===== config.mk =====
export PLATFORM = sky130hd
export DESIGN_NAME = uart_cmd_framer
export DESIGN_NICKNAME = d
export VERILOG_FILES = /design/src/rtl/uart_cmd_framer.sv
export SDC_FILE = /design/constraint.sdc
export NUM_CORES = 1
export LEC_CHECK = 0
export CORE_ASPECT_RATIO = 0.5
export CORE_MARGIN = 4
export CORE_UTILIZATION = 35
export CTS_CLUSTER_DIAMETER = 60
export CTS_CLUSTER_SIZE = 40
export DETAILED_ROUTE_END_ITERATION = 10
export GPL_TIMING_DRIVEN = 0
export PLACE_DENSITY_LB_ADDON = 0.2
export SYNTH_ARGS = -nofsm -noshare
export SYNTH_HDL_FRONTEND = slang
export SYNTH_SLANG_ARGS = --single-unit
export TNS_END_PERCENT = 100

===== constraint.sdc =====
create_clock -name clk -period 3.8 [get_ports clk]
set_input_delay 0.76 -clock clk [delete_from_list [all_inputs] [get_ports clk]]
set_output_delay 0.76 -clock clk [all_outputs]
set_load 0.1 [all_outputs]

===== src/rtl/uart_cmd_framer.sv =====
// uart_cmd_framer
//   Turns the raw UART receive byte stream into the 9-bit tagged command
//   stream for the UART-to-APB bridge. The block hunts for SYNC_BYTE and
//   validates the header. It buffers the complete frame and then emits it as
//   one unbroken burst. Header words are {1'b0, H} and data words are {D, 1'b1}.
//   Malformed and timed-out frames are dropped and counted. With the checksum
//   option, frames that fail the checksum are dropped and counted as well.
//
// Optional feature macro: UART_CMD_FRAMER_CHECKSUM_EN
//   defined   : a checksum byte (XOR of H and the payload) follows the
//               payload. It is checked in the CHECK state and never forwarded.
//   undefined : no checksum byte; PAYLOAD goes straight to EMIT.
//
// Parameters
//   TIMEOUT_CYCLES  max idle cycles between bytes of one frame (0 = off)
//   SYNC_BYTE       frame start marker
// Ports
//   clk, rst         single clock, synchronous active-high reset
//   s_axis_*         byte input (tready low only while emitting)
//   m_axis_*         tagged 9-bit output, tlast on final word, tuser = 0
//   busy             high whenever not hunting for SYNC
//   frame_count      frames fully emitted (wraps)
//   drop_count       frames discarded (wraps)
module uart_cmd_framer #(
   parameter int unsigned TIMEOUT_CYCLES = 125000,
   parameter logic [7:0]  SYNC_BYTE      = 8'hA5
) (
   input  logic        clk,
   input  logic        rst,
   input  logic [7:0]  s_axis_tdata,
   input  logic        s_axis_tvalid,
   output logic        s_axis_tready,
   output logic [8:0]  m_axis_tdata,
   output logic        m_axis_tvalid,
   input  logic        m_axis_tready,
   output logic        m_axis_tlast,
   output logic        m_axis_tuser,
   output logic        busy,
   output logic [31:0] frame_count,
   output logic [31:0] drop_count
);

`ifdef UART_CMD_FRAMER_CHECKSUM_EN
   typedef enum logic [2:0] {HUNT, HEADER, PAYLOAD, CHECK, EMIT} state_t;
`else
   typedef enum logic [2:0] {HUNT, HEADER, PAYLOAD, EMIT} state_t;
`endif

   state_t      state;
   state_t      state_nxt;

   // Entry 0 holds the tagged header; entries 1..pay_len hold tagged payload.
   logic [8:0]  frame_buf [0:6];
   logic [2:0]  pay_len;
   logic [2:0]  wr_ptr;
   logic [2:0]  rd_ptr;
   logic [31:0] to_cnt;
`ifdef UART_CMD_FRAMER_CHECKSUM_EN
   logic [7:0]  csum;
`endif

   logic        in_fire;
   logic        out_fire;
   logic        is_sync;
   logic [2:0]  hdr_op;
   logic        hdr_ok;
   logic        waiting;
   logic        timeout_hit;
   logic        drop_evt;
   logic        frame_evt;

   assign in_fire     = s_axis_tvalid && s_axis_tready;
   assign out_fire    = m_axis_tvalid && m_axis_tready;
   assign is_sync     = (s_axis_tdata == SYNC_BYTE);
   assign hdr_op      = s_axis_tdata[3:1];
   assign hdr_ok      = !s_axis_tdata[0] && ((hdr_op == 3'd1) || (hdr_op == 3'd2));
`ifdef UART_CMD_FRAMER_CHECKSUM_EN
   assign waiting     = (state == HEADER) || (state == PAYLOAD) || (state == CHECK);
`else
   assign waiting     = (state == HEADER) || (state == PAYLOAD);
`endif
   assign timeout_hit = (TIMEOUT_CYCLES != 0) && (to_cnt == TIMEOUT_CYCLES);

   always_ff @(posedge clk) begin
      if (rst) state <= HUNT;
      else     state <= state_nxt;
   end

   // An accepted byte always takes priority over a timeout in the same cycle.
   always_comb begin
      state_nxt = state;
      drop_evt  = 1'b0;
      frame_evt = 1'b0;
      case (state)
         HUNT: begin
            if (in_fire && is_sync) state_nxt = HEADER;
         end
         HEADER: begin
            if (in_fire) begin
               if (!is_sync) begin
                  if (hdr_ok) begin
                     state_nxt = PAYLOAD;
                  end else begin
                     drop_evt  = 1'b1;
                     state_nxt = HUNT;
                  end
               end
            end else if (timeout_hit) begin
               drop_evt  = 1'b1;
               state_nxt = HUNT;
            end
         end
         PAYLOAD: begin
            if (in_fire) begin
               if (wr_ptr == pay_len) begin
`ifdef UART_CMD_FRAMER_CHECKSUM_EN
                  state_nxt = CHECK;
`else
                  state_nxt = EMIT;
`endif
               end
            end else if (timeout_hit) begin
               drop_evt  = 1'b1;
               state_nxt = HUNT;
            end
         end
`ifdef UART_CMD_FRAMER_CHECKSUM_EN
         CHECK: begin
            if (in_fire) begin
               if (s_axis_tdata == csum) begin
                  state_nxt = EMIT;
               end else begin
                  drop_evt  = 1'b1;
                  state_nxt = HUNT;
               end
            end else if (timeout_hit) begin
               drop_evt  = 1'b1;
               state_nxt = HUNT;
            end
         end
`endif
         EMIT: begin
            if (out_fire && m_axis_tlast) begin
               frame_evt = 1'b1;
               state_nxt = HUNT;
            end
         end
         default: state_nxt = HUNT;
      endcase
   end

   always_ff @(posedge clk) begin
      if (rst) begin
         frame_buf   <= '{default: '0};
         pay_len     <= '0;
         wr_ptr      <= '0;
         rd_ptr      <= '0;
         to_cnt      <= '0;
         frame_count <= '0;
         drop_count  <= '0;
`ifdef UART_CMD_FRAMER_CHECKSUM_EN
         csum        <= '0;
`endif
      end else begin
         if (drop_evt)  drop_count  <= drop_count + 32'd1;
         if (frame_evt) frame_count <= frame_count + 32'd1;

         // Idle counter: runs only while waiting inside a frame with no byte.
         if (waiting && !in_fire && (state_nxt == state)) to_cnt <= to_cnt + 32'd1;
         else                                             to_cnt <= '0;

         if ((state == HEADER) && in_fire && !is_sync && hdr_ok) begin
            frame_buf[0] <= {1'b0, s_axis_tdata};
            pay_len      <= (hdr_op == 3'd1) ? 3'd6 : 3'd2;
            wr_ptr       <= 3'd1;
`ifdef UART_CMD_FRAMER_CHECKSUM_EN
            csum         <= s_axis_tdata;
`endif
         end

         if ((state == PAYLOAD) && in_fire) begin
            frame_buf[wr_ptr] <= {s_axis_tdata, 1'b1};
            wr_ptr            <= wr_ptr + 3'd1;
`ifdef UART_CMD_FRAMER_CHECKSUM_EN
            csum              <= csum ^ s_axis_tdata;
`endif
         end

         if (state != EMIT)  rd_ptr <= '0;
         else if (out_fire)  rd_ptr <= rd_ptr + 3'd1;
      end
   end

   // Outputs decode straight from registers, so they hold while stalled.
   assign s_axis_tready = (state != EMIT);
   assign busy          = (state != HUNT);
   assign m_axis_tvalid = (state == EMIT);
   assign m_axis_tdata  = m_axis_tvalid ? frame_buf[rd_ptr] : '0;
   assign m_axis_tlast  = m_axis_tvalid && (rd_ptr == pay_len);
   assign m_axis_tuser  = 1'b0;

endmodule


### Yosys cells after proc, flatten, opt, wreduce, memory -nomap -nowiden

Index checks and enable logic that the tools add are counted.

* $add $sub $neg: 5
* $mul: 0
* div/mod/pow operators: 0
* $lt $le $gt $ge: 3
* equal/unequal tests: 11
* shift operators: 0
* muxes and demuxes: 30
* bitwise operators: 3
* reduce and logical (&&, ||, !) cells: 23

Operators by type and width (number)
* 32-bit by 1-bit adder with 32-bit output, second input constant: 3
* 63-bit bitwise mux: 1
* 63-bit two-way mux: 1
* 9-bit two-way mux: 6
* 32-bit by 17-bit == test with 1-bit output, second input constant: 1
* 3-bit two-way mux: 10
* 9-bit binary-select mux with 3-bit select: 1
* 9-bit demux with 3-bit select: 1
* 1-bit logical AND: 13
* 3-bit case mux with 4 select lines: 1
* 3-bit by 2-bit == test with 1-bit output, second input constant: 3
* 3-bit == test: 3
* 8-bit == test, second input constant: 1
* 4-bit greater-or-equal comparator, second input constant: 2
* 3-bit NOT with 4-bit output: 2
* 1-bit two-way mux: 7
* 3-bit by 1-bit adder with 3-bit output, second input constant: 2
* 3-bit by 1-bit == test with 1-bit output, second input constant: 2
* 4-bit by 1-bit less-than comparator with 1-bit output, second input constant: 1
* 2-bit OR reduction: 2
* 1-bit zero test: 3
* 3-bit zero test: 1
* 3-bit by 2-bit inequality test with 1-bit output, second input constant: 1
* 3-bit nonzero test: 1
* 5 further kinds: 6

* register bits: 171
* bits in latches: 0
* memory bits (writable): 0
* bits in read-only memories: 0
* input port bits: 12
* logic and storage cells: 89
* memories: 0

### Logic depth before layout (Yosys ltp)

Gate-level depths: netlist of the first run.

* word-level depth: 11
* depth in mapped cells: 9

### Worst setup path before layout of the first run

Ideal clock, no wire load.

* path type: reg-to-output
* start: register state[1]
* end: output m_axis_tdata[3]
* data arrival time: 4.256 ns
* data required time: 3.040 ns
* setup slack: -1.216 ns
* stages on the path, launching flop included: 8
* cell sequence: dfxtp_1 > buf_4 > and3b_1 > buf_4 > inv_2 > clkbuf_1 > clkbuf_1 > a211oi_1

* longest elaborated chain between the ends: 2

RTL lines
* from (decl): line 49 `state_t state;`
* from (signal assigned): line 86 `else state <= state_nxt;`
* 3-bit by 2-bit == test with 1-bit output: line 197 `assign m_axis_tvalid = (state == EMIT);`
* net m_axis_tvalid: line 34 `output logic m_axis_tvalid,`
* 9-bit two-way mux: line 198 `assign m_axis_tdata = m_axis_tvalid ? frame_buf[rd_ptr] : '0;`
* to (decl): line 33 `output logic [8:0] m_axis_tdata,`

The timed path passes the listed nets, and every way through them passes these cells.

### Final worst setup path of the first run

* start: register state[1]
* end: output s_axis_tready

* longest elaborated chain between the ends: 1

RTL lines
* 3-bit by 2-bit inequality test with 1-bit output: line 195 `assign s_axis_tready = (state != EMIT);`
* to (decl): line 32 `output logic s_axis_tready,`

Every way passes these cells.

==> flow_summary.ini, run 1 <==
[outcome]
status = completed

[routing]
drt-initial-drc-count = 463
vias = 7343
dr.pass1.iters = 5
wl_per_cell_um = 16.58
antenna_left = 0
drc = 0
drt-vias-per-instance = 5.245
wirelength_um = 23210

[synthesis]
synth_area_leaders = dfxtp_1 40%, nor2_1 7.8%, mux2i_1 6.8%
ys_seq_area_share_pct = 39.68
synthSimpleGateAreaFrac_pct = 27.01
yosysWarnings = 0
syn_inst = 973
synth_compound_area_share_pct = 9.396
synth_top_area_share_pct = 39.68
yosysUniqueCellTypes = 66
avgSynthCellArea_um2 = 8.814
async_flop_share_pct = 0
netlist_area_um2 = 8576
synth_edf_count = 0
synth_top_area_cell = dfxtp_1
synth_xor_area_share_pct = 5.515
ys_ff_latch = 170
synth_ff_type = dfxtp_1
synth_mux_area_share_pct = 12.94
yosys.area_share.adder_pct = 0.8754
synth_top_family_by_area = simple AND/OR/NAND/NOR gates

[sta]
tightest_slew_ns = 1.007
hold_violations = 0
rsz0062_at_grt = no
setup_slack_ns = 0.1935
timing.hold.ws_ns = 0.4551
clock.fmax_ghz = 0.2773
setup_viol = 0
finalCriticalPeriod_ns = 3.606
slew_viol_final = 0
fin_worst_skew_ns = 0.009149
post-route-period-util_pct = 94.91
slew_headroom_pct = 32.63
finalSetupTns_ns = 0

[run]
maxCapViolations = 0

[die]
chipWidth_um = 229.4
die-height_um = 118.7
start_util_pct = 35.70
fp.dieArea_um2 = 27220
row_count = 40
ios = 90
core_um2 = 24020

[min_path]
hp-class = reg -> reg

[layout]
final_util_pct = 43.39
mostFrequentLayoutCells = 176 x nor2_1, 170 x dfxtp_1, 68 x clkdlybuf4s50_1, 58 x mux2i_1, 47 x nand2_1
num-fill-cells = 2389
layout_commonest_cell = nor2_1
drive_gt1_share_pct = 11.43
stdcell_area_um2 = 10420
syn2layout_area_growth_pct = 21.53
fin_nets = 1090
instances_no_fill = 1400
diodes = 0

[global_route]
grt_use_total_pct = 17.01
antenna_found_initial = 0
grt_pass1_wl_um = 37740
grt_max_degree = 17
overflow = 0
grt_pass1_vias = 7227

[clock_tree]
clkTransAtPathRegs_ns = 0.07
clock_path_buffers = 2
root_buffer = clkbuf_16
post_cts_buffers = 0
clock_latency_ns = 0.44
postCtsHoldBufs = 0
numCtsBuffers = 17
cts_tree = built
cts_max_level = 4
cts_num_sinks = 170

[worst_setup_path]
arrival_ns = 2.85
crit_path_max_fanout = 10
cp-start-kind = flop
worst_ep_required_time_ns = 3.04
path_class = reg -> out
cp-end-kind = output pin

[placement]
port_buffers = 79
dp.cells = 1368
gp_congestion = 0.8309
place_area_um2 = 9823
dp_hpwl_um = 16640
place_ws_ns = 0.04147

[pwr]
power_density_nw_per_um2 = 349.6
vdd_drop_max_mv = 0.2561
p_leak_nw = 3.494
p_total_mw = 3.643
==> Yosys cell counts, drive strengths merged, types with 16 or more instances <==
cell	instances
xnor2	34
nor3	35
a21oi	46
o21ai	16
mux2i	58
clkbuf	36
nand2	48
dfxtp	170
nand3	44
mux2	29
xor2	20
nor2b	24
a211oi	23
nand4	40
inv	27
nor2	179
buf	25
==> area by class of cell <==
type | instances | area [um^2] | share of cell area [%]
clock inverters | 12 | 122.6 | 1.176
plain buffers | 61 | 289.0 | 2.773
flip-flops and latches | 170 | 3403 | 32.65
repair buffers | 79 | 798.3 | 7.659
inverters | 27 | 101.3 | 0.9724
multi-input cells | 716 | 4847 | 46.51
clock buffers | 20 | 466.7 | 4.478
well taps | 315 | 394.1 | 3.782
==> power breakdown <==
part,total (mW),leakage [nW],switching [mW],internal [mW]
registers,1.78,1.37,0.000167,1.78
clock network,1.76,0.291,0.745,1.01
logic,0.102,1.83,0.0808,0.0213
==> critical path, stage by stage, from the launching register on <==
cell,delay (ns)
dfxtp_1,0.30
buf_4,0.16
and3b_1,0.18
buf_4,0.16
inv_2,0.10
clkbuf_1,0.40
clkbuf_2,0.47
clkdlybuf4s15_2,0.63
==> timing repair <==
item / CTS / global route
gates resized for setup: 35 / 3
endpoints found under the setup margin: 11 / 6
pin swaps: 0 / 0
==> cell families (layout without fill, tap and decap cells) <==
family / Yosys count / count (layout)
multiplexers: 96 / 96
AO/OA/AOI/OAI: 110 / 110
AND/OR/NAND/NOR: 448 / 448
buffers and inverters: 88 / 199
XOR/XNOR: 54 / 54
other: 1 / 2
adder cells (fa/ha/maj): 6 / 6
flip-flops: 170 / 170
==> final timing paths <==
kind	end	cells past startpoint	slack, ns	start
worst min register to register	frame_buf[27]	2	0.46	frame_buf[27]
worst max-delay path	s_axis_tready	7	0.19	state[1]
worst min-delay path	frame_buf[27]	2	0.46	frame_buf[27]
worst max register to register	drop_count[22]	8	1.34	to_cnt[0]
==> layer usage <==
layer,wire [um],vias up,GRT usage [%]
met3,780,22,3.468
li1,-,3631,-
met4,255,0,4.708
met1,11380,3579,22.57
met5,0,-,0
met2,10790,111,28.22
Note: power is estimated with default switching activity, not from simulation.
==> run 2: changes to the inputs <==
--- a/config.mk
+++ b/config.mk
@@ -5,6 +5,8 @@
 export SDC_FILE = /design/constraint.sdc
 export NUM_CORES = 1
 export LEC_CHECK = 0
+export CELL_PAD_IN_SITES_DETAIL_PLACEMENT = 2
+export CELL_PAD_IN_SITES_GLOBAL_PLACEMENT = 2
 export CORE_ASPECT_RATIO = 0.5
 export CORE_MARGIN = 4
 export CORE_UTILIZATION = 35
@@ -12,7 +14,8 @@
 export CTS_CLUSTER_SIZE = 40
 export DETAILED_ROUTE_END_ITERATION = 10
 export GPL_TIMING_DRIVEN = 0
-export PLACE_DENSITY_LB_ADDON = 0.2
+export MAX_ROUTING_LAYER = met4
+export PLACE_DENSITY_LB_ADDON = 0.1
 export SYNTH_ARGS = -nofsm -noshare
 export SYNTH_HDL_FRONTEND = slang
 export SYNTH_SLANG_ARGS = --single-unit
==> flow_summary.ini, run 2 (synthesized netlist as in run 1, its figures left out) <==
[outcome]
status = completed

[clock_tree]
root_buffer = clkbuf_16
cts_num_sinks = 170
cts_resized = 41
postCtsHoldBufs = 0
post_cts_buffers = 0
clock_latency_ns = 0.44
numCtsBuffers = 17
clock_path_buffers = 2
clkTransAtPathRegs_ns = 0.07
cts_tree = built
cts_max_level = 4

[worst_setup_path]
cpPeakStageDelay_ns = 0.64
cp-end-kind = output pin
cp-start-kind = flop
arrival_ns = 2.82
worst_ep_required_time_ns = 3.04
worst_path_max_delay_cell = buf_1
crit_path_max_fanout = 10
path_class = reg -> out
path_cells = buf_1, mux4_2, nor2_1, a211oi_1, clkdlybuf4s15_2

[die]
ios = 90
start_util_pct = 35.70
chipWidth_um = 229.4
fp.dieArea_um2 = 27220
die-height_um = 118.7
core_um2 = 24020
row_count = 40

[routing]
drt-vias-per-instance = 5.460
antenna_left = 0
wl_per_cell_um = 20.42
drc = 0
dr.pass1.iters = 4
wirelength_um = 28550
vias = 7633
drt-initial-drc-count = 480

[pwr]
vdd_drop_max_mv = 0.2025
combPwrFrac_pct = 2.8
seqPwrFrac_pct = 47.4
power.internal_mw = 2.897
power_density_nw_per_um2 = 359.4
p_total_mw = 3.758
p_leak_nw = 3.495
pwr-share-clk_pct = 49.7
netSwitchingFraction_pct = 22.91
power.switching_mw = 0.8608

[placement]
port_buffers = 79
place_area_um2 = 9823
gp_congestion = 0.8065
place_ws_ns = -0.3809
dp_hpwl_um = 20480
dp.cells = 1368

[layout]
fin_nets = 1089
syn2layout_area_growth_pct = 21.93
stdcell_area_um2 = 10460
instances_no_fill = 1398
final_util_pct = 43.53
mostFrequentLayoutCells = 176 x nor2_1, 170 x dfxtp_1, 68 x clkdlybuf4s50_1, 58 x mux2i_1, 47 x nand2_1
diodes = 0
drive_gt1_share_pct = 11.36
layout_commonest_cell = nor2_1

[global_route]
grt_use_total_pct = 21.63
grt_pass1_vias = 8042
antenna_found_initial = 0
grt_max_degree = 17
grt_pass1_wl_um = 45550
overflow = 0

[sta]
setup_viol = 0
finalSetupTns_ns = 0
slew_headroom_pct = 32.68
tightest_slew_ns = 1.007
clock.fmax_ghz = 0.2797
post-route-period-util_pct = 94.10
fin_worst_skew_ns = 0.008598
rsz0062_at_grt = no
setup_slack_ns = 0.2243
finalCriticalPeriod_ns = 3.576
slew_viol_final = 0
timing.hold.ws_ns = 0.4670
hold_violations = 0

[run]
maxCapViolations = 0

[min_path]
hp-class = reg -> reg
==> run 2: cell count changes in the layout (fill, tap and decap cells not counted) <==
| cell | before | now |
|---|---|---|
| clkbuf_8 | 3 | 0 |
| clkdlybuf4s18_2 | 0 | 1 |
| bufinv_16 | 2 | 4 |
| clkdlybuf4s15_2 | 10 | 11 |
| nor2_4 | 1 | 2 |
| clkinv_2 | 6 | 3 |
| nor2_2 | 2 | 1 |
| buf_1 | 3 | 2 |
| clkinvlp_4 | 2 | 3 |
==> run 2: area by class of cell <==
class                   count  area [um^2]
fillers                  2648        13570
repair buffers             79        803.3
inverters                  27        101.3
flip-flops and latches    170         3403
well taps                 315        394.1
clock inverters            12        175.2
clock buffers              19        432.9
multi-input cells         716         4852
plain buffers              60        294.0
==> run 2: path summary, 6_finish.rpt <==
kind                              startpoint              end  slack, ns  cells past startpoint
worst max-delay path               rd_ptr[1]  m_axis_tdata[0]       0.22                      5
worst min-delay path            frame_buf[9]     frame_buf[9]       0.47                      2
worst max register to register     to_cnt[0]   drop_count[22]       1.20                      8
worst min register to register  frame_buf[9]     frame_buf[9]       0.47                      2
==> run 2: worst max-delay path: cells and delay by family (launching register included) <==
| kind | cells | cell delay [ns] |
|---|---|---|
| AO/OA/AOI/OAI | 1 | 0.27 |
| buffers and inverters | 2 | 1.24 |
| flip-flops | 1 | 0.40 |
| multiplexers | 1 | 0.39 |
| AND/OR/NAND/NOR | 1 | 0.06 |
==> run 2: layer usage <==
layer  vias up  GRT usage [%]  share of wire [%]
li1       3640              -                  -
met1      3893          28.95                 50
met2        80          34.68                 47
met3        20          3.227                2.2
met4         0          5.163               0.97
met5         -              -                  0
==> run 2: power groups by stage <==
stage / clock network (mW) / logic, mW / registers, mW
after floorplan: 0 / 0.0655 / 1.82
after global placement: 0 / 0.105 / 1.82
after detailed placement: 0 / 0.108 / 1.82
after CTS: 1.91 / 0.108 / 1.78
after global routing: 2.00 / 0.117 / 1.78
final: 1.87 / 0.107 / 1.78
==> run 3: changes to the inputs <==
--- a/config.mk
+++ b/config.mk
@@ -16,6 +16,7 @@
 export GPL_TIMING_DRIVEN = 0
 export MAX_ROUTING_LAYER = met4
 export PLACE_DENSITY_LB_ADDON = 0.1
+export SLEW_MARGIN = 30
 export SYNTH_ARGS = -nofsm -noshare
 export SYNTH_HDL_FRONTEND = slang
 export SYNTH_SLANG_ARGS = --single-unit
==> results of run 3 <==
Final layout, timing and power as in run 2 (identical DEF).
